**config.mk**
```make
export PLATFORM = sky130hd
export DESIGN_NAME = display7_scan_flat
export DESIGN_NICKNAME = d
export VERILOG_FILES = /design/src/rtl/display7_pkg.sv /design/src/rtl/display7_scan_if.sv /design/src/rtl/display7_scan_prescaler.sv /design/src/rtl/display7_scan.sv /design/src/flat_wrapper.sv
export SDC_FILE = /design/constraint.sdc
export NUM_CORES = 1
export LEC_CHECK = 0
export CAP_MARGIN = 0
export CORE_ASPECT_RATIO = 0.8
export CORE_UTILIZATION = 53
export DETAILED_ROUTE_END_ITERATION = 10
export PLACE_DENSITY_LB_ADDON = 0.2
export RECOVER_POWER = 25
export SETUP_SLACK_MARGIN = 0.05
export SLEW_MARGIN = 10
export SYNTH_ARGS = -nofsm -noshare
export SYNTH_HDL_FRONTEND = slang
export SYNTH_SLANG_ARGS = --single-unit
```
**constraint.sdc**
```tcl
create_clock -name clk -period 2.5 [get_ports clk]
set_input_delay 0.5 -clock clk [delete_from_list [all_inputs] [get_ports clk]]
set_output_delay 0.5 -clock clk [all_outputs]
set_load 0.005 [all_outputs]
```
**src/rtl/display7_pkg.sv**
```systemverilog
// Shared constants and helpers for the 7-segment display path (display7, display7_scan).
package display7_pkg;

  localparam int   NIBBLE_W   = 4;
  localparam int   SEG_W      = 7;
  localparam logic SEL_ACTIVE = 1'b0;  // board anodes are driven low to light a digit

  // Counter width for a modulus n, never narrower than one bit.
  function automatic int width_of(input int n);
    return (n > 1) ? $clog2(n) : 1;
  endfunction

endpackage

```
**src/rtl/display7_scan_if.sv**
```systemverilog
// Display word in, scanned digit/select/frame out, for display7_scan.
interface display7_scan_if
  import display7_pkg::*;
#(
  parameter int NUM_DIGITS = 8
);

  logic [NIBBLE_W*NUM_DIGITS-1:0] iData;
  logic                           iEn;
  logic [NIBBLE_W-1:0]            oDigit;
  logic [NUM_DIGITS-1:0]          oSel;
  logic                           oFrame;

  modport master (output iData, iEn, input oDigit, oSel, oFrame);
  modport slave  (input iData, iEn, output oDigit, oSel, oFrame);

endinterface

```
**src/rtl/display7_scan_prescaler.sv**
```systemverilog
// Digit-rate prescaler: counts 0..DIV-1 and flags the last count with oTick.
module scan_prescaler
  import display7_pkg::*;
#(
  parameter int DIV = 100000
) (
  input  logic clk,
  input  logic reset,
  output logic oTick
);

  localparam int               CNT_W    = width_of(DIV);
  localparam logic [CNT_W-1:0] CNT_LAST = CNT_W'(DIV - 1);

  logic [CNT_W-1:0] cnt_q, cnt_d;

  // Explicit compare keeps non-power-of-two moduli exact.
  always_comb begin
    oTick = (cnt_q == CNT_LAST);
    cnt_d = oTick ? '0 : cnt_q + CNT_W'(1);
  end

  // NOTE: state updates use <= so every flop samples pre-edge values regardless of block order.
  always_ff @(posedge clk) begin
    if (reset) cnt_q <= '0;
    else       cnt_q <= cnt_d;
  end

endmodule

```
**src/rtl/display7_scan.sv**
```systemverilog
// Time-multiplexed 7-segment scan driver with per-frame snapshot of the display word.
// Define DISPLAY7_SCAN_LZB_EN to enable leading-zero blanking.
module display7_scan
  import display7_pkg::*;
#(
  parameter int NUM_DIGITS = 8,
  parameter int SCAN_DIV   = 100000
) (
  input logic             clk,
  input logic             reset,
  display7_scan_if.slave  bus
);

  localparam int               IDX_W    = width_of(NUM_DIGITS);
  localparam int               DATA_W   = NIBBLE_W * NUM_DIGITS;
  localparam logic [IDX_W-1:0] IDX_LAST = IDX_W'(NUM_DIGITS - 1);

  localparam logic [NUM_DIGITS-1:0] SEL_OFF = {NUM_DIGITS{~SEL_ACTIVE}};

  logic                  tick;
  logic                  reload;
  logic [IDX_W-1:0]      idx_q,    idx_d;
  logic [DATA_W-1:0]     shadow_q, shadow_d;
  logic [NIBBLE_W-1:0]   digit_q,  digit_d;
  logic [NUM_DIGITS-1:0] sel_q,    sel_d;
  logic                  frame_q,  frame_d;
  logic [NUM_DIGITS-1:0] blank_d;

  scan_prescaler #(.DIV(SCAN_DIV)) u_prescaler (
    .clk   (clk),
    .reset (reset),
    .oTick (tick)
  );

  // Select pattern for one digit; blanked digits stay inactive.
  function automatic logic [NUM_DIGITS-1:0] sel_for(input logic [IDX_W-1:0]      idx,
                                                     input logic [NUM_DIGITS-1:0] blank);
    logic [NUM_DIGITS-1:0] sel;
    sel = SEL_OFF;
    for (int k = 0; k < NUM_DIGITS; k++) begin
      if (idx == IDX_W'(k) && !blank[k]) sel[k] = SEL_ACTIVE;
    end
    return sel;
  endfunction

`ifdef DISPLAY7_SCAN_LZB_EN
  // Blank every digit above the most significant non-zero nibble; digit 0 always lit.
  function automatic logic [NUM_DIGITS-1:0] lzb_mask(input logic [DATA_W-1:0] word);
    logic [NUM_DIGITS-1:0] mask;
    logic                  seen;
    mask = '0;
    seen = 1'b0;
    for (int k = NUM_DIGITS - 1; k >= 1; k--) begin
      seen    = seen | (word[NIBBLE_W*k +: NIBBLE_W] != '0);
      mask[k] = ~seen;
    end
    return mask;
  endfunction

  logic [NUM_DIGITS-1:0] blank_q;

  always_comb blank_d = reload ? lzb_mask(bus.iData) : blank_q;

  // The mask tracks the shadow, so it resets to the mask of an all-zero word.
  always_ff @(posedge clk) begin
    if (reset) blank_q <= lzb_mask('0);
    else       blank_q <= blank_d;
  end
`else
  always_comb blank_d = '0;
`endif

  // NOTE: every always_comb output gets a default first so no path can infer a latch.
  always_comb begin
    reload   = tick && (idx_q == IDX_LAST);
    idx_d    = idx_q;
    shadow_d = shadow_q;
    if (tick) idx_d = reload ? '0 : idx_q + IDX_W'(1);
    if (reload) shadow_d = bus.iData;

    // Outputs follow next-state values so they move on the same edge as idx.
    digit_d = shadow_d[NIBBLE_W*idx_d +: NIBBLE_W];
    sel_d   = bus.iEn ? sel_for(idx_d, blank_d) : SEL_OFF;
    frame_d = reload;
  end

  always_ff @(posedge clk) begin
    if (reset) begin
      idx_q    <= '0;
      shadow_q <= '0;
      digit_q  <= '0;
      sel_q    <= SEL_OFF;
      frame_q  <= 1'b0;
    end else begin
      idx_q    <= idx_d;
      shadow_q <= shadow_d;
      digit_q  <= digit_d;
      sel_q    <= sel_d;
      frame_q  <= frame_d;
    end
  end

  assign bus.oDigit = digit_q;
  assign bus.oSel   = sel_q;
  assign bus.oFrame = frame_q;

endmodule

```
**src/flat_wrapper.sv**
```systemverilog
// flat-port wrapper written by rule: the top's interface ports become plain ports
module display7_scan_flat import display7_pkg::*;
#(
  parameter int NUM_DIGITS = 8,
  parameter int SCAN_DIV   = 100000
)
  (clk, reset, bus_iData, bus_iEn, bus_oDigit, bus_oSel, bus_oFrame);
  display7_scan_if #(.NUM_DIGITS(NUM_DIGITS)) bus_i ();
  input logic clk;
  input logic reset;
  input wire logic [$bits(bus_i.iData)-1:0] bus_iData;
  input wire logic [$bits(bus_i.iEn)-1:0] bus_iEn;
  output wire logic [$bits(bus_i.oDigit)-1:0] bus_oDigit;
  output wire logic [$bits(bus_i.oSel)-1:0] bus_oSel;
  output wire logic [$bits(bus_i.oFrame)-1:0] bus_oFrame;
  assign bus_i.iData = bus_iData;
  assign bus_i.iEn = bus_iEn;
  assign bus_oDigit = bus_i.oDigit;
  assign bus_oSel = bus_i.oSel;
  assign bus_oFrame = bus_i.oFrame;
  display7_scan #(.NUM_DIGITS(NUM_DIGITS), .SCAN_DIV(SCAN_DIV)) u_core (.clk(clk), .reset(reset), .bus(bus_i));
endmodule
```
# Word-level counts from Yosys, hierarchy flattened
# Cells that the tools add are included.
dict set report word_totals {
  regBits 65
  input_bits 35
  out_inout_bits 13
  wordCells 34
}
dict set report classes {
  addsub 2
  n_eq_ne 9
  n_shift 1
  n_mux 11
  bitwise_logic 1
  reduce_logical 4
}
# op count
set ops {}
lappend ops {{two-way mux 32 bit} 1}
lappend ops {{variable part select 32 x 6 -> 4 bit} 1}
lappend ops {{adder 17 x 1 -> 17 bit (second input constant)} 1}
lappend ops {{equality test 17 bit (second input constant)} 1}
lappend ops {{equality test 3 bit (second input constant)} 5}
lappend ops {{two-way mux 1 bit} 8}
lappend ops {{equality test 3 x 2 -> 1 bit (second input constant)} 2}
lappend ops {{two-way mux 3 bit} 2}
lappend ops {{OR reduction 2 bit} 2}
lappend ops {{adder 3 x 1 -> 3 bit (second input constant)} 1}
lappend ops {{equality test 3 x 1 -> 1 bit (second input constant)} 1}
lappend ops {{logical NOT 3 bit} 1}
lappend ops {{logical AND 1 bit} 1}
lappend ops {{inverter 1 bit} 1}

# Logic depth before layout (Yosys ltp)
# Gate-level depths: netlist of the first run.
dict set report depth {
  depth_word 6
  depth_mapped 9
  depth_no_buf 8
}

# By module
# Synthesis of the first run repeated with hierarchy kept, for this count alone.
dict set report hier_totals {
  hier_cells 317
  hier_area_um2 3091.7
}
# module instances cells_each area_each_um2 seq_area_each_um2
set modules_own_cells {}
lappend modules_own_cells {display7_scan 1 229 2294.7 960.9}
lappend modules_own_cells {scan_prescaler 1 88 797.0 340.3}

# Worst setup path after synthesis of the first run
# No wires, ideal clock.
dict set report synth_timing {
  kind {register -> register}
  startpoint {reg u_core.u_prescaler.cnt_q[0]}
  endpoint {reg u_core.digit_q[0] (netlist: u_core.bus.oDigit[0])}
  setup_time_ns 0.130
  arrival_time_ns 1.866
  path_slack_ns 0.503
  path_stages_with_launch 10
  path_buffers 2
  cell_sequence {dfxtp_1 > ha_1 > and4_1 > nand4_2 > buf_2 > clkbuf_1 > o21ai_0 > a21oi_1 > nor4_1 > o22ai_1}
}
dict set report synth_between {
  elab_chain_len 5
  word_cells_on_any_way 6
  cone_classes {1 x eq/ne; 1 x shift; 3 x mux; 1 x reduce/logical}
}
# element line
set synth_lines {}
lappend synth_lines {{start: declaration} display7_scan_prescaler.sv:15} ;# logic [CNT_W-1:0] cnt_q, cnt_d;
lappend synth_lines {{start signal: assignment} display7_scan_prescaler.sv:26} ;# else cnt_q <= cnt_d;
lappend synth_lines {{equality test 17 bit (*)} display7_scan_prescaler.sv:19} ;# oTick = (cnt_q == CNT_LAST);
lappend synth_lines {{logical AND 1 bit} display7_scan.sv:75} ;# reload = tick && (idx_q == IDX_LAST);
lappend synth_lines {{two-way mux 3 bit (2 in a row)} display7_scan.sv:78} ;# if (tick) idx_d = reload ? '0 : idx_q + IDX_W'(1);
lappend synth_lines {{variable part select 32 x 6 -> 4 bit (*)} display7_scan.sv:82} ;# digit_d = shadow_d[NIBBLE_W*idx_d +: NIBBLE_W];
lappend synth_lines {{end signal: assignment} display7_scan.sv:97} ;# digit_q <= digit_d;
lappend synth_lines {{end: declaration} display7_scan.sv:24} ;# logic [NIBBLE_W-1:0] digit_q, digit_d;
# Mark *: on every way between the ends. The rest lies on a longest branch, timed or not.
# A chain may end at the register's enable or synchronous reset.

# Final worst setup path of the first run
dict set report layout_timing {
  startpoint {reg u_core.u_prescaler.cnt_q[0]}
  endpoint {reg u_core.digit_q[1] (netlist: u_core.bus.oDigit[1])}
}
# The elaborated chain is that of the path after synthesis.

==> impl_metrics.json, run 1 <==
{
  "synth-seq-cells": 65,
  "postSynthCellCount": 340,
  "leakage_nw": 1.223,
  "netlist.area_leader.share_pct": 45.43,
  "wirelength_um": 7747,
  "antenna_found_initial": 0,
  "drive_gt1_share_pct": 10.46,
  "syn-num-nets": 378,
  "h-tree-depth": 3,
  "power_density_nw_per_um2": 555.1,
  "finalNonFillerCells": 454,
  "chipWidth_um": 84.19,
  "hold_viol": 0,
  "cts_root_buf": "clkbuf_8",
  "synthTopCellsByArea": "dfxtp_1, a21oi_1, o21ai_0, nand3_1, a22oi_1",
  "endpoint_kind": "flop",
  "avgSynthCellArea_um2": 8.424,
  "worst_clock_skew_ns": 0.009634,
  "hold_class": "reg -> reg",
  "crit_start": "u_core.u_prescaler.cnt_q[0]",
  "die_area_um2": 5704,
  "start_util_pct": 56.23,
  "status": "complete, but fails checks",
  "synth_area_um2": 2864,
  "finalSetupViolations": 0,
  "finalInstanceArea_um2": 3621,
  "diodes": 0,
  "setup_tns_ns": 0,
  "cts_tree": "built",
  "grt_pass1_vias": 2356,
  "gr-total-overflow": 0,
  "dr.pass1.iters": 8,
  "cts.sinks": 65,
  "rsz0062_at_grt": "true",
  "gp_congestion": 0.9432,
  "arrival_ns": 2.55,
  "async_flop_share_pct": 0,
  "num_vias": 2825,
  "critPathSlowestCell": "nor4_1",
  "post_cts_buffers": 0,
  "required_ns": 2.71,
  "track_usage_pct": 28.11,
  "postRouteAntennaNets": 0,
  "std_cell_rows": 23,
  "min_from": "u_core.u_prescaler.cnt_q[0]",
  "path_max_fanout": 10,
  "violations": "design-rule violations",
  "drc_errors": 16,
  "synth.distinct_cells": 39,
  "wl_per_cell_um": 17.06,
  "ctsHoldBuffers": 0,
  "initialDrtViolationCount": 364,
  "holdWs_ns": 0.4603,
  "ys.flop_type": "dfxtp_1",
  "cap_violations": 0,
  "clock_path_buffers": 2,
  "period_share_pct": 93.50,
  "via_per_inst": 6.222,
  "slew-limit-headroom_pct": 49.52,
  "crit_chain": "ha_1, and4_2, and4_2, mux2_2, a21oi_1, nor4_1, o22ai_1",
  "syn2layout_area_growth_pct": 26.43,
  "fmax_ghz": 0.4278,
  "synth_common_cells": "dfxtp_1, a21oi_1, o21ai_0",
  "yosysMostFrequentCell": "dfxtp_1",
  "io_pins": 48,
  "path_common_cell": "and4_2",
  "ys_seq_area_share_pct": 45.43,
  "worst_pin_slew_ns": 0.7572,
  "dp.cells": 438,
  "min_period_ns": 2.337,
  "grt_start_max_net_pins": 33,
  "r2r-start": "u_core.u_prescaler.cnt_q[0]",
  "clk-insertion-delay-late_ns": 0.35,
  "synth_top_cell_by_area": "dfxtp_1",
  "core-area_um2": 5094,
  "critPathKind": "reg -> reg",
  "cts_resized": 0,
  "slew_violations": 0,
  "io_buffers": 47,
  "clk_transition_reported_paths_ns": 0.06,
  "die_h_um": 67.75,
  "nFillCells": 424,
  "synth_edf_count": 0,
  "place.detailed.hpwl_um": 5404,
  "max_stage_delay_ns": 0.38,
  "cts_buffers": 9,
  "cp-start-kind": "flop",
  "p_total_mw": 2.010,
  "peakVddDrop_mv": 0.3181,
  "fin_nets": 425,
  "grt_pass1_wl_um": 12080,
  "placed_cell_area_um2": 3413,
  "yosysWarnings": 0
}
worst max-delay path, delay by kind of cell, from the launching register on:
family | cells | cell delay (ns)
AO/OA/AOI/OAI | 2 | 0.24
adder cells (fa/ha/maj) | 1 | 0.23
flip-flops | 1 | 0.37
multiplexers | 1 | 0.35
AND/OR/NAND/NOR | 3 | 1.01
layout by cell type (no fill, tap or decap), types with 4 or more instances in the layout:
cell type / Yosys / layout
dfxtp_1: 65 / 65
xor2_1: 10 / 10
inv_1: 4 / 4
clkbuf_8: 0 / 10
o21ai_0: 35 / 35
a21oi_1: 53 / 53
clkbuf_1: 15 / 4
buf_4: 1 / 14
nand3_1: 29 / 28
o22ai_1: 4 / 4
dlygate4sd3_1: 0 / 14
clkdlybuf4s50_1: 0 / 33
nor4_1: 8 / 7
nor2_1: 20 / 20
nand4_1: 18 / 18
a22oi_1: 16 / 16
nand2_1: 14 / 14
through the flow:
step / setup slack (ns) / utilization, %
final: 0.1626 / 71.09
after global routing: 0.03592 / 71.09
after CTS: 0.08839 / 70.72
after detailed placement: 0.1407 / 67.01
after global placement: 0.2090 / 67.01
after floorplan: 0.5034 / -
path summary, 6_finish.rpt:
| check | to | slack (ns) | depth (start not counted) |
|---|---|---|---|
| worst max-delay path | u_core.bus.oDigit[1] | 0.16 | 7 |
| worst min register to register | u_core.u_prescaler.cnt_q[0] | 0.46 | 1 |
| worst max register to register | u_core.bus.oDigit[1] | 0.16 | 7 |
| worst min-delay path | u_core.u_prescaler.cnt_q[0] | 0.46 | 1 |
logic make-up (layout without fill, tap and decap cells):
| kind of cell | after synthesis | count (layout) | synth area share (%) |
|---|---|---|---|
| compound gates | 108 | 108 | 20.45 |
| xor+xnor | 13 | 13 | 3.976 |
| fa+ha+maj | 3 | 3 | 1.311 |
| buf+inv | 31 | 83 | 4.543 |
| flops | 65 | 65 | 45.43 |
| mux | 2 | 2 | 0.7427 |
| simple gates | 118 | 118 | 23.55 |
per-layer routing:
metal  vias to the layer above  GRT usage (%)  wire length [um]
li1                       1348              -                 -
met1                      1292          40.11              3586
met2                       161          39.24              3191
met3                        24          9.902               791
met4                         0          9.267               177
met5                         -              0                 0
report_power, final:
group | internal [mW] | switching [mW]
sequential | 1.04 | 0.00407
clock | 0.486 | 0.392
combinational | 0.0551 | 0.0330
final cells by class:
| class | count | area (um2) | area share (%) |
|---|---|---|---|
| tap | 62 | 77.57 | 2.142 |
| clock buffer | 13 | 148.9 | 4.112 |
| inverter | 5 | 18.77 | 0.5183 |
| timing repair buffer | 62 | 579.3 | 16.00 |
| sequential | 65 | 1301 | 35.94 |
| clock inverter | 3 | 40.04 | 1.106 |
| multi-input combinational | 244 | 1455 | 40.19 |
state kept, by name, summed over array words and instances (netlist names):
signal                    count
u_core.u_prescaler.cnt_q     17
u_core.idx_q                  3
u_core.bus.oDigit             4
u_core.bus.oSel               8
u_core.shadow_q              32
u_core.bus.oFrame             1
No activity file was read; power rests on OpenSTA's default activity.
==> run 2: changes to the inputs <==
clock period = 2.6 ns   (was 2.5 ns; I/O delays follow)
==> impl_metrics.json, run 2 (synthesis results as in run 1) <==
{
  "swShare_pct": 20.69,
  "place_ws_ns": 0.2235,
  "placed_cell_area_um2": 3398,
  "gr-total-overflow": 0,
  "final_cell_mix": "dfxtp_1, a21oi_1, o21ai_0",
  "start_util_pct": 56.23,
  "h-tree-depth": 3,
  "min_period_ns": 2.414,
  "required_ns": 2.87,
  "cap_violations": 0,
  "io_pins": 48,
  "die_h_um": 67.75,
  "endpoint_kind": "flop",
  "power_frac_comb_pct": 4.2,
  "io_buffers": 47,
  "p_clk_share_pct": 45.2,
  "die_area_um2": 5704,
  "antenna_found_initial": 0,
  "wl_per_cell_um": 17.40,
  "clk-insertion-delay-late_ns": 0.34,
  "p_switching_mw": 0.4104,
  "dr.pass1.iters": 8,
  "syn2layout_area_growth_pct": 26.08,
  "intPower_mw": 1.573,
  "cts_resized": 0,
  "track_usage_pct": 28.53,
  "critPathKind": "reg -> reg",
  "std_cell_rows": 23,
  "cts_root_buf": "clkbuf_8",
  "diodes": 0,
  "cp-start-kind": "flop",
  "seqPwrFrac_pct": 50.6,
  "hold_class": "reg -> reg",
  "slew_violations": 0,
  "num_vias": 2834,
  "clock_path_buffers": 2,
  "core-area_um2": 5094,
  "largest-register": "u_core.shadow_q",
  "final_common_cell": "dfxtp_1",
  "chipWidth_um": 84.19,
  "post_cts_buffers": 0,
  "initialDrtViolationCount": 289,
  "holdWs_ns": 0.4737,
  "slew-limit-headroom_pct": 60.54,
  "dp.cells": 436,
  "cts_buffers": 9,
  "gp_congestion": 0.8587,
  "hold_viol": 0,
  "rsz0062_at_grt": "false",
  "finalSetupViolations": 0,
  "arrival_ns": 2.69,
  "period_share_pct": 92.84,
  "grt_pass1_vias": 2453,
  "clk_transition_reported_paths_ns": 0.07,
  "via_per_inst": 6.270,
  "grt_start_max_net_pins": 30,
  "violations": "design-rule violations",
  "final_util_pct": 70.89,
  "cts.sinks": 65,
  "cts_tree": "built",
  "peakVddDrop_mv": 0.3871,
  "largest_reg_flops": 32,
  "postRouteAntennaNets": 0,
  "nFillCells": 429,
  "place.detailed.hpwl_um": 5493,
  "drive_gt1_share_pct": 9.487,
  "grt_pass1_wl_um": 12280,
  "leakage_nw": 1.211,
  "finalInstanceArea_um2": 3611,
  "ctsHoldBuffers": 0,
  "worst_pin_slew_ns": 0.5919,
  "wirelength_um": 7867,
  "worst_clock_skew_ns": 0.009339,
  "fin_nets": 423,
  "power_density_nw_per_um2": 549.3,
  "finalNonFillerCells": 452,
  "drc_errors": 14,
  "path_max_fanout": 8,
  "fin_ws_ns": 0.1863,
  "fmax_ghz": 0.4143,
  "p_total_mw": 1.983,
  "setup_tns_ns": 0,
  "status": "complete, but fails checks"
}
## run 2: changes by cell type in the layout (fill, tap and decap cells not counted), moves of 2 or more
| cell | previous run | this run |
|---|---|---|
| and4_1 | 0 | 2 |
| and4_2 | 2 | 0 |
| buf_4 | 14 | 12 |
| clkbuf_8 | 10 | 12 |
| ha_1 | 3 | 1 |
| ha_2 | 0 | 2 |
## run 2: power groups by stage
stage | clock, mW | combinational, mW | sequential, mW
6_report | 0.896 | 0.0829 | 1.00
5_1_grt | 0.942 | 0.0891 | 1.00
4_1_cts | 0.894 | 0.0826 | 1.00
3_5_place_dp | 0 | 0.0819 | 1.03
3_3_place_gp | 0 | 0.0810 | 1.03
2_1_floorplan | 0 | 0.0215 | 1.03
## run 2: area by class of cell
| type | count | area, um2 | share of cell area (%) |
|---|---|---|---|
| Inverter | 5 | 18.77 | 0.5198 |
| Sequential cell | 65 | 1301 | 36.04 |
| Multi-Input combinational cell | 244 | 1441 | 39.92 |
| Tap cell | 62 | 77.57 | 2.148 |
| Clock buffer | 14 | 172.7 | 4.782 |
| Timing Repair Buffer | 60 | 564.3 | 15.63 |
| Clock inverter | 2 | 35.03 | 0.9702 |
## run 2: metal layers
metal	track usage, %	vias to the layer above	routed length, um
li1	-	1337	-
met1	40.62	1342	3602
met2	42.11	145	3477
met3	7.824	10	689
met4	8.621	0	98
met5	0	-	0
## run 2: final timing paths
check	start	to	slack, ns	cells after the start
max reg2reg	u_core.u_prescaler.cnt_q[0]	u_core.bus.oDigit[1]	0.19	8
min	u_core.u_prescaler.cnt_q[0]	u_core.u_prescaler.cnt_q[0]	0.47	1
min reg2reg	u_core.u_prescaler.cnt_q[0]	u_core.u_prescaler.cnt_q[0]	0.47	1
max	u_core.u_prescaler.cnt_q[0]	u_core.bus.oDigit[1]	0.19	8
## run 2: critical path, stage by stage (launching register included)
cell	delay, ns
dfxtp_1	0.37
ha_2	0.23
and4_1	0.30
and4_1	0.35
clkbuf_1	0.37
nand3_1	0.26
a22oi_1	0.24
nor4_1	0.09
o22ai_1	0.12
==> run 3: changes to the inputs <==
CTS_CLUSTER_SIZE = 30   (was unset)
REMOVE_ABC_BUFFERS = 1   (was unset)
==> impl_metrics.json, run 3 (synthesis results as in run 1) <==
{
  "cts.sinks": 65,
  "std_cell_rows": 23,
  "critPathSlowestCell": "dfxtp_1",
  "hold_viol": 0,
  "worstRegToRegCells": 8,
  "drive_gt1_share_pct": 11.17,
  "required_ns": 2.81,
  "hold_end": "u_core.u_prescaler.cnt_q[0]",
  "leakage_nw": 1.226,
  "slew_violations": 0,
  "finalSetupViolations": 0,
  "reg2reg_to": "u_core.bus.oDigit[1]",
  "cts_buffers": 9,
  "wl_per_cell_um": 16.36,
  "status": "complete, but fails checks",
  "postRouteAntennaNets": 0,
  "cap_violations": 0,
  "dr.pass1.iters": 8,
  "period_share_pct": 90.58,
  "gp_congestion": 0.8489,
  "syn2layout_area_growth_pct": 27.52,
  "clock_path_buffers": 2,
  "clk-insertion-delay-late_ns": 0.35,
  "slew-limit-headroom_pct": 62.56,
  "finalNonFillerCells": 456,
  "final_cell_mix": "dfxtp_1, a21oi_1, o21ai_0, clkdlybuf4s50_1, nand3_1",
  "rsz0062_at_grt": "false",
  "min_from": "u_core.u_prescaler.cnt_q[0]",
  "gr-total-overflow": 0,
  "die_h_um": 67.75,
  "crit_family": "simple AND/OR/NAND/NOR gates",
  "violations": "design-rule violations",
  "hold_depth": 1,
  "drc_errors": 6,
  "core-area_um2": 5094,
  "ctsHoldBuffers": 0,
  "die_area_um2": 5704,
  "r2r-start": "u_core.u_prescaler.cnt_q[0]",
  "dp.cells": 438,
  "placed_cell_area_um2": 3413,
  "arrival_ns": 2.57,
  "hold_class": "reg -> reg",
  "p_total_mw": 1.929,
  "fmax_ghz": 0.4246,
  "worst_pin_slew_ns": 0.5616,
  "clk_transition_reported_paths_ns": 0.07,
  "power_density_nw_per_um2": 528.1,
  "crit_chain": "ha_1, and4_2, nand4_4, buf_4, o21ai_0, a22oi_1, nor4_1, o22ai_1",
  "worst_clock_skew_ns": 0.01296,
  "grt_pass1_vias": 2496,
  "peakVddDrop_mv": 0.3387,
  "largest-register": "u_core.shadow_q",
  "finalInstanceArea_um2": 3652,
  "fin_nets": 427,
  "grt_start_max_net_pins": 23,
  "final_common_cell": "dfxtp_1",
  "start_util_pct": 56.23,
  "chipWidth_um": 84.19,
  "endpoint_kind": "flop",
  "grt_pass1_wl_um": 12020,
  "largest_reg_flops": 32,
  "wirelength_um": 7458,
  "holdWs_ns": 0.4634,
  "critPathBufInv": 1,
  "regToRegSetupSlack_ns": 0.25,
  "track_usage_pct": 28.03,
  "cts_root_buf": "clkbuf_8",
  "place.detailed.hpwl_um": 5075,
  "initialDrtViolationCount": 294,
  "h-tree-depth": 3,
  "io_buffers": 47,
  "cts_tree": "built",
  "min_period_ns": 2.355,
  "max_stage_delay_ns": 0.37,
  "via_per_inst": 6.114,
  "num_vias": 2788,
  "io_pins": 48,
  "path_max_fanout": 13,
  "antenna_found_initial": 0,
  "setup_tns_ns": 0,
  "diodes": 0,
  "critPathKind": "reg -> reg",
  "cp-start-kind": "flop"
}
## run 3: cell types whose count changed in the layout (fill, tap and decap cells not counted), sizes merged
cell,change
buf,+4
clkinv,+1
clkbuf,-1
inv,-1
clkinvlp,+1
## run 3: layout make-up
type | count | area, um2
fill | 402 | 1441
timing repair buffer | 64 | 594.3
sequential | 65 | 1301
tap | 62 | 77.57
inverter | 5 | 22.52
clock buffer | 13 | 148.9
multi-input combinational | 244 | 1468
clock inverter | 3 | 40.04
## run 3: routing by layer
layer,wire length [um],part of all wire [%],global-route usage (%)
met1,3456,46,38.14
met2,3234,43,41.19
met3,642,8.6,10.39
met4,124,1.7,9.267
met5,0,0,0
## run 3: worst reg2reg max path: stages, from the launching register on
cell and delay (ns):
dfxtp_1 0.37, ha_1 0.24, and4_2 0.32, nand4_4 0.19, buf_4 0.25, o21ai_0 0.26
a22oi_1 0.15, nor4_1 0.33, o22ai_1 0.14
## run 3: repair_timing
item | CTS | global route
endpoints found under the setup margin | 0 | 4
resized for setup | 0 | 10
setup buffers | 0 | 2
## run 3: worst max path at each step
stage | from | to | slack, ns | depth (start not counted)
floorplan | u_core.idx_q[0] | u_core.bus.oDigit[0] | -0.08 | 7
global placement | u_core.u_prescaler.cnt_q[0] | u_core.bus.oDigit[1] | 0.14 | 8
detailed placement | u_core.u_prescaler.cnt_q[0] | u_core.bus.oDigit[2] | 0.08 | 8
CTS | u_core.u_prescaler.cnt_q[0] | u_core.bus.oDigit[2] | 0.06 | 8
global route | u_core.u_prescaler.cnt_q[0] | u_core.bus.oDigit[1] | 0.04 | 8
finish | u_core.u_prescaler.cnt_q[0] | u_core.bus.oDigit[1] | 0.25 | 8
## run 3: stage by stage
step	utilization, %	worst slack [ns]
after CTS	70.72	0.05850
final	71.70	0.2450
after global routing	71.70	0.03861
after global placement	67.01	0.1353
after detailed placement	67.01	0.07528
after floorplan	-	-0.07978
## run 3: report_power, final
group          leakage [nW]  internal, mW  switching (mW)
Clock                0.0974         0.467           0.374
Combinational         0.604        0.0529          0.0303
Sequential            0.525          1.00         0.00381
Total                  1.23          1.52           0.408
